`src/rtl/mux_scan_controller.sv`:
```
// Scan sequencer for a 4:1 mux: steps the select lines over enabled channels,
// samples the mux output after each dwell and publishes a 4-bit frame.
module mux_scan_controller #(
  parameter int unsigned DWELL = 2,
  parameter int unsigned CNT_W = 4
) (
  input  logic       clk,
  input  logic       rst,
  input  logic       start_i,
  input  logic [3:0] mask_i,
  input  logic       y_i,
  output logic       s0_o,
  output logic       s1_o,
  output logic       busy_o,
  output logic       done_o,
  output logic [3:0] frame_o
);

  typedef enum logic [1:0] {
    ST_IDLE = 2'd0,
    ST_SCAN = 2'd1,
    ST_DONE = 2'd2
  } state_e;

  state_e             state_q, state_d;
  logic [1:0]         sel_q, sel_d;
  logic [CNT_W-1:0]   cnt_q, cnt_d;
  logic [3:0]         work_q, work_d;
  logic [3:0]         mask_q, mask_d;
  logic [3:0]         frame_q, frame_d;
  logic               busy_q, busy_d;
  logic               done_q, done_d;

  logic [2:0]         first_ch;
  logic [2:0]         next_ch;
  logic [3:0]         work_merged;

  // Lowest enabled channel in m; when first=0 only channels above cur qualify.
  // Result is {found, index}.
  function automatic logic [2:0] pick_ch(input logic [3:0] m, input logic [1:0] cur,
                                         input logic first);
    logic [2:0] res;
    res = 3'b000;
    for (int k = 3; k >= 0; k--) begin
      if (m[k] && (first || (3'(k) > {1'b0, cur}))) begin
        res = {1'b1, 2'(k)};
      end
    end
    return res;
  endfunction

  assign first_ch = pick_ch(mask_i, 2'b00, 1'b1);
  assign next_ch  = pick_ch(mask_q, sel_q, 1'b0);

  always_comb begin
    work_merged        = work_q;
    work_merged[sel_q] = y_i;
  end

  // Next-state and registered-output logic.
  always_comb begin
    state_d = state_q;
    sel_d   = sel_q;
    cnt_d   = cnt_q;
    work_d  = work_q;
    mask_d  = mask_q;
    frame_d = frame_q;
    busy_d  = busy_q;
    done_d  = 1'b0;

    unique case (state_q)
      ST_IDLE: begin
        sel_d  = 2'b00;
        busy_d = 1'b0;
        if (start_i) begin
          if (mask_i != 4'b0000) begin
            mask_d  = mask_i;
            work_d  = 4'b0000;
            sel_d   = first_ch[1:0];
            cnt_d   = '0;
            busy_d  = 1'b1;
            state_d = ST_SCAN;
          end else begin
            mask_d  = 4'b0000;
            frame_d = 4'b0000;
            done_d  = 1'b1;
            state_d = ST_DONE;
          end
        end
      end

      ST_SCAN: begin
        if (cnt_q != CNT_W'(DWELL - 1)) begin
          cnt_d = cnt_q + CNT_W'(1);
        end else begin
          // End of dwell: capture y for the current channel, then advance or finish.
          work_d = work_merged;
          cnt_d  = '0;
          if (next_ch[2]) begin
            sel_d = next_ch[1:0];
          end else begin
            frame_d = work_merged;
            done_d  = 1'b1;
            busy_d  = 1'b0;
            sel_d   = 2'b00;
            state_d = ST_DONE;
          end
        end
      end

      ST_DONE: begin
        state_d = ST_IDLE;
      end

      default: begin
        state_d = ST_IDLE;
        sel_d   = 2'b00;
        busy_d  = 1'b0;
      end
    endcase
  end

  always_ff @(posedge clk) begin
    if (rst) begin
      state_q <= ST_IDLE;
      sel_q   <= 2'b00;
      cnt_q   <= '0;
      work_q  <= 4'b0000;
      mask_q  <= 4'b0000;
      frame_q <= 4'b0000;
      busy_q  <= 1'b0;
      done_q  <= 1'b0;
    end else begin
      state_q <= state_d;
      sel_q   <= sel_d;
      cnt_q   <= cnt_d;
      work_q  <= work_d;
      mask_q  <= mask_d;
      frame_q <= frame_d;
      busy_q  <= busy_d;
      done_q  <= done_d;
    end
  end

  assign s0_o    = sel_q[0];
  assign s1_o    = sel_q[1];
  assign busy_o  = busy_q;
  assign done_o  = done_q;
  assign frame_o = frame_q;

endmodule

```
`config.mk`:
```
export PLATFORM = sky130hd
export DESIGN_NAME = mux_scan_controller
export DESIGN_NICKNAME = d
export VERILOG_FILES = /design/src/rtl/mux_scan_controller.sv
export SDC_FILE = /design/constraint.sdc
export NUM_CORES = 1
export LEC_CHECK = 0
export ABC_AREA = 1
export CORE_MARGIN = 2
export CORE_UTILIZATION = 52
export DETAILED_ROUTE_END_ITERATION = 8
export GPL_TIMING_DRIVEN = 0
export MAX_ROUTING_LAYER = met4
export PLACE_DENSITY = 0.73
export SLEW_MARGIN = 20
export SYNTH_ARGS = -nofsm -noshare
export SYNTH_HDL_FRONTEND = slang
export SYNTH_SLANG_ARGS = --single-unit
```
`constraint.sdc`:
```
create_clock -name clk -period 2.29 [get_ports clk]
set_input_delay 0.458 -clock clk [delete_from_list [all_inputs] [get_ports clk]]
set_output_delay 0.458 -clock clk [all_outputs]
set_load 0.02 [all_outputs]
```
Word-level counts from Yosys, hierarchy flattened
Cells that the tools add are included.
{"block": "totals", "register_bits": 22, "out_inout_bits": 8}
{"block": "classes", "addsub": 1, "magnitude_cmp": 5, "n_eq_ne": 8, "n_mux": 42, "bitwise_logic": 1, "n_reduce_logical": 14}
{"op": "4-bit two-way mux", "n": 9}
{"op": "2-bit two-way mux", "n": 12}
{"op": "4-bit one-hot mux with 2 select lines", "n": 3}
{"op": "2-bit inequality test (second input constant)", "n": 5}
{"op": "1-bit two-way mux", "n": 9}
{"op": "3-bit two-way mux", "n": 3}
{"op": "3-bit AND reduction", "n": 3}
{"op": "2-bit one-hot mux with 3 select lines", "n": 1}
{"op": "5-bit AND reduction", "n": 1}
{"op": "4-bit by 1-bit adder with 4-bit output (second input constant)", "n": 1}
{"op": "4-bit bitwise mux", "n": 1}
{"op": "2-bit greater-than comparator (first input constant)", "n": 2}
{"op": "1-bit logical AND", "n": 4}
{"op": "4-bit by 1-bit inequality test with 1-bit output (second input constant)", "n": 1}
{"op": "2-bit one-hot mux with 2 select lines", "n": 1}
{"op": "2-bit AND reduction", "n": 2}
{"op": "4-bit AND reduction", "n": 1}
{"op": "4-bit nonzero test", "n": 1}
{"op": "2-bit by 3-bit < comparator with 1-bit output (second input constant)", "n": 1}
{"op": "1-bit one-hot mux with 3 select lines", "n": 1}
{"op": "1-bit demux with 2-bit select", "n": 1}
{"op": "2-bit by 1-bit == test with 1-bit output (second input constant)", "n": 1}
{"op": "2-bit == test (second input constant)", "n": 1}
{"op": "2-bit by 1-bit greater-or-equal comparator with 1-bit output (second input constant)", "n": 1}
{"op": "other kinds (5)", "n": 5}

Depth between registers and ports, before layout
{"block": "logic_depth", "word_depth": 8, "depth_mapped": 9, "ltp_nobuf": 9}

Least setup slack after synthesis
Ideal clock, no wire load.
{"block": "synth_path", "kind": "register to register", "startpoint": "register sel_q[1]", "endpoint": "register frame_q[0], in the netlist frame_o[0]", "setup_time_ps": 118, "t_arrival_ps": 1177, "required_ps": 2172, "path_slack_ps": 996, "stages_incl_launch_ff": 8, "path_buffers": 0, "synth_period_minus_slack_ps": 1294, "cell_sequence": "dfxtp_1 nand2_2 nand2_1 nand2_1 nor2_1 nand2_2 a21boi_0 nor2_1"}
{"block": "synth_between", "elab_chain_len": 8, "elab_cells_between_ends": 20, "classes_between": "order compare (5); eq/ne (1); mux (9); reduce/logical (5)"}
{"element": "start: declaration", "line_no": "26", "text": "logic [1:0] sel_q, sel_d;"}
{"element": "start signal: assignment", "line_no": "135", "text": "sel_q <= sel_d;"}
{"element": "2-bit by 3-bit < comparator with 1-bit output (implied by the code) or 2-bit by 1-bit greater-or-equal comparator with 1-bit output (tied branches)", "line_no": "57", "text": "work_merged[sel_q] = y_i;"}
{"element": "1-bit logical AND (implied by the code)", "line_no": "57"}
{"element": "1-bit two-way mux (implied by the code)", "line_no": "57"}
{"element": "1-bit demux with 2-bit select", "line_no": "57"}
{"element": "4-bit bitwise mux", "line_no": "57"}
{"element": "4-bit two-way mux", "line_no": "99", "text": "if (next_ch[2]) begin"}
{"element": "4-bit two-way mux", "line_no": "93", "text": "if (cnt_q != CNT_W'(DWELL - 1)) begin"}
{"element": "4-bit one-hot mux with 2 select lines", "line_no": "71", "text": "unique case (state_q)"}
{"element": "end signal: assignment", "line_no": "139", "text": "frame_q <= frame_d;"}
{"element": "end: declaration", "line_no": "30", "text": "logic [3:0] frame_q, frame_d;"}
Several ways; a longest one is shown, not always the timed one. The select of a mux whose other input is x is not followed.
A chain may end at the register's enable or synchronous reset.

Worst setup path in the final report
{"block": "layout_path", "startpoint": "register sel_q[1]", "endpoint": "output s1_o"}
{"element": "end: declaration", "line_no": "13", "text": "output logic s1_o,"}
No word-level cell between the ends.

==> impl_results.md <==
- Hold Buf Count CTS: 0
- Rel. slew slack: 0.691
- Buffers added on ports: 14
- Maximum VDD drop: 0.000429 V
- Post-layout minimum cycle time: 1870 ps
- DP Worst Slack: 383 ps
- Avg WL per Cell: 11.0 microns
- I/O pin cnt: 16
- Drc violations: 0
- EDFF count, synth: 0
- Max-cap check violation count: 0
- Cell Area, Placed: 1300 sq um
- CP max FO: 6
- F_max: 534 MHz
- Status: complete, no violations
- Dpl hpwl: 1730 microns
- Critical Path, Cell by Cell: clkdlybuf4s50_1
- Vias post-DR: 1,042
- Cell family with most CP delay: buffers and inverters
- Gpl congestion: 0.814
- Largest net degree at the start of global routing: 13
- Core area: 2000 sq um
- CTS buffer count: 3
- GR Overflow Total: 0
- Slowest-stage cell, CP: clkdlybuf4s50_1
- Cell depth of the worst hold path: 2
- Post-CTS sizing: 0
- Worst R2R Start: cnt_q[0]
- Die H: 50.6 microns
- Slack of the critical path: 417 ps
- Pwr per Cell Area: 642 nW/um^2
- Worst Hold Path EP: mask_q[2]
- Cells after Synth: 160
- CP required: 1830 ps
- CTS max path bufs: 2
- 1st-iter DRT viols: 23
- Worst min path class: flip-flop to flip-flop
- Final setup TNS: 0 ps
- Final antenna-violating net count: 0
- Crit path arrival time: 1420 ps
- Post-CTS Setup Bufs: 0
- RSZ-0062 raised after global routing: no
- Die width: 50.6 microns
- CP Launch Point: sel_q[1]
- Synth Warn #: 0
- Post-route total power: 0.854 mW
- Synth-to-layout area growth: 17.8%
- Clk slew on worst S/H paths: 110 ps
- Slew Limit Fails: 0
- Post-Synthesis Cell Area: 1130 sq um
- CTS tree: yes
- Count of cell types in the netlist: 23
- Diode count: 0
- Nets: 189
- Most frequent cell after synthesis: nand2_1
- Fill cell count: 195
- Reg-to-reg setup timing slack: 910 ps
- Crit path buf inv count: 1
- Drt first pass iters: 4
- Global-route wire length before repair: 4080 microns
- Most used flip-flop cell after synthesis: dfxtp_1
- FF-to-FF path depth: 6
- Share of post-route cells with drive strength above 1: 0.118
- H-tree Lvls: 1
- Drt total wl: 2250 microns
- Seq/Total Area, Yosys: 0.372
- # rows: 16
- Initial antenna violation count: 0
- Clock Skews: 6.66 ps
- Number of setup violations in the final report: 0
- Initial core utilization: 0.564
- Worst-margin pin slew: 464 ps
- Final hold vios: 0
- Crit path kind: flip-flop to output port
- Period Utilization, post-route: 0.818
- Synth top area share: 0.372
- Startpoint types: flip-flop
- Pleak: 0.612 nW
- Clk_lat worst skew: 300 ps
- Mean Syn Cell Area: 7.06 sq um
- Routed vias/inst: 5.08
- Synth cell count leaders: 40 x nand2_1, 21 x dfxtp_1, 21 x nor2_1
- Clk root buf: clkbuf_4
- Share of flip-flops with an asynchronous set or reset: 0
- Die area: 2560 sq um
- Dominant cells by area after synthesis: dfxtp_1 37%, nand2_1 13%, a21oi_1 7.1%
- Multi-input gate area: 616 sq um
- Syn_nets: 170
- Crit end category: output port
- Yosys top cell by area: dfxtp_1
- Vias in the first global route: 1,002
- Design Area, Final: 1330 sq um
- Reg-to-reg endpoint: frame_o[0]
- Crit path depth: 1
- Crit-path max cell delay: 650 ps
- Clk sinks: 21
- Hold_sp: mask_q[2]
- Seq. cell area: 420 sq um
- Finished Core Util: 0.665
- Total GRT Usage: 0.210
- Seq cells post-synth: 21
-- metal layers --
layer	up-vias	GRT usage	part of all wire
met5	-	-	0
met1	470	0.250	0.48
met2	19	0.366	0.48
met3	2	0.0357	0.031
li1	551	-	-
met4	0	0.0541	0.0067
-- power breakdown --
group | switching, mW | internal, mW | total [mW]
Combinational | 0.146 | 0.104 | 0.251
Sequential | 0.0286 | 0.399 | 0.427
Clock | 0.111 | 0.0650 | 0.176
-- cells in the final DEF (no fill, tap or decap) --
master,netlist,routed
ha_1,2,2
nor2_2,1,1
inv_2,3,3
a21oi_1,16,16
inv_1,12,12
clkbuf_4,0,3
nor2_1,21,21
a21boi_0,3,3
clkinv_2,0,1
o21ai_0,7,7
a21oi_2,1,1
clkbuf_1,1,1
inv_6,1,1
nor2_4,1,1
clkdlybuf4s50_1,0,14
xor2_1,2,2
dfxtp_1,21,21
buf_6,1,1
nand2_1,40,40
o21ai_2,1,1
nand2_4,3,3
nand3_2,2,2
clkbuf_8,1,1
nand3_1,12,12
nand3b_1,6,6
nand2_2,2,2
-- state kept, by name, indices dropped and copies added (netlist names) --
| register | count |
|---|---|
| work_q | 4 |
| busy_o | 1 |
| sel_q | 2 |
| frame_o | 4 |
| state_q | 2 |
| done_o | 1 |
| mask_q | 3 |
| cnt_q | 4 |
-- worst max path at each step --
stage,end,slack [ps]
5_1_grt,s0_o,370
4_1_cts,s1_o,410
3_5_place_dp,frame_o[0],380
2_1_floorplan,frame_o[0],1000
6_report,s1_o,420
3_3_place_gp,frame_o[0],410
-- per-stage QoR --
| step | hold slack (ps) | cells |
|---|---|---|
| after global routing | 534 | 205 |
| final | 492 | 205 |
| after floorplan | 446 | 160 |
| after global placement | 464 | 201 |
| after CTS | 490 | 205 |
| after detailed placement | 474 | 201 |
-- layout make-up --
cell class,count,share of cell area
Clock buffer,3,0.0169
Buffer,3,0.0216
Tap cell,27,0.0254
Timing Repair Buffer,14,0.105
Clock inverter,1,0.00376
Inverter,16,0.0489
Sequential cell,21,0.316
Multi-Input combinational cell,120,0.462
-- worst register-to-register path, stage by stage, from the launching register on --
cell	delay, ps
dfxtp_1	410
ha_1	170
nand2_1	140
nor2_1	160
nand2_2	150
a21boi_0	200
nor2_1	70
-- cells by family (layout without fill, tap and decap cells) --
kind of cell               after synthesis  in the layout  synth area share
adders and majority gates                2              2            0.0221
AOI/OAI and AO/OA                       28             28             0.137
buffers and inverters                   19             37            0.0830
xor gates and xnor gates                 2              2            0.0155
and+or+nand+nor                         88             88             0.370
DFF                                     21             21             0.372
Note: power is estimated with default switching activity, not from simulation.
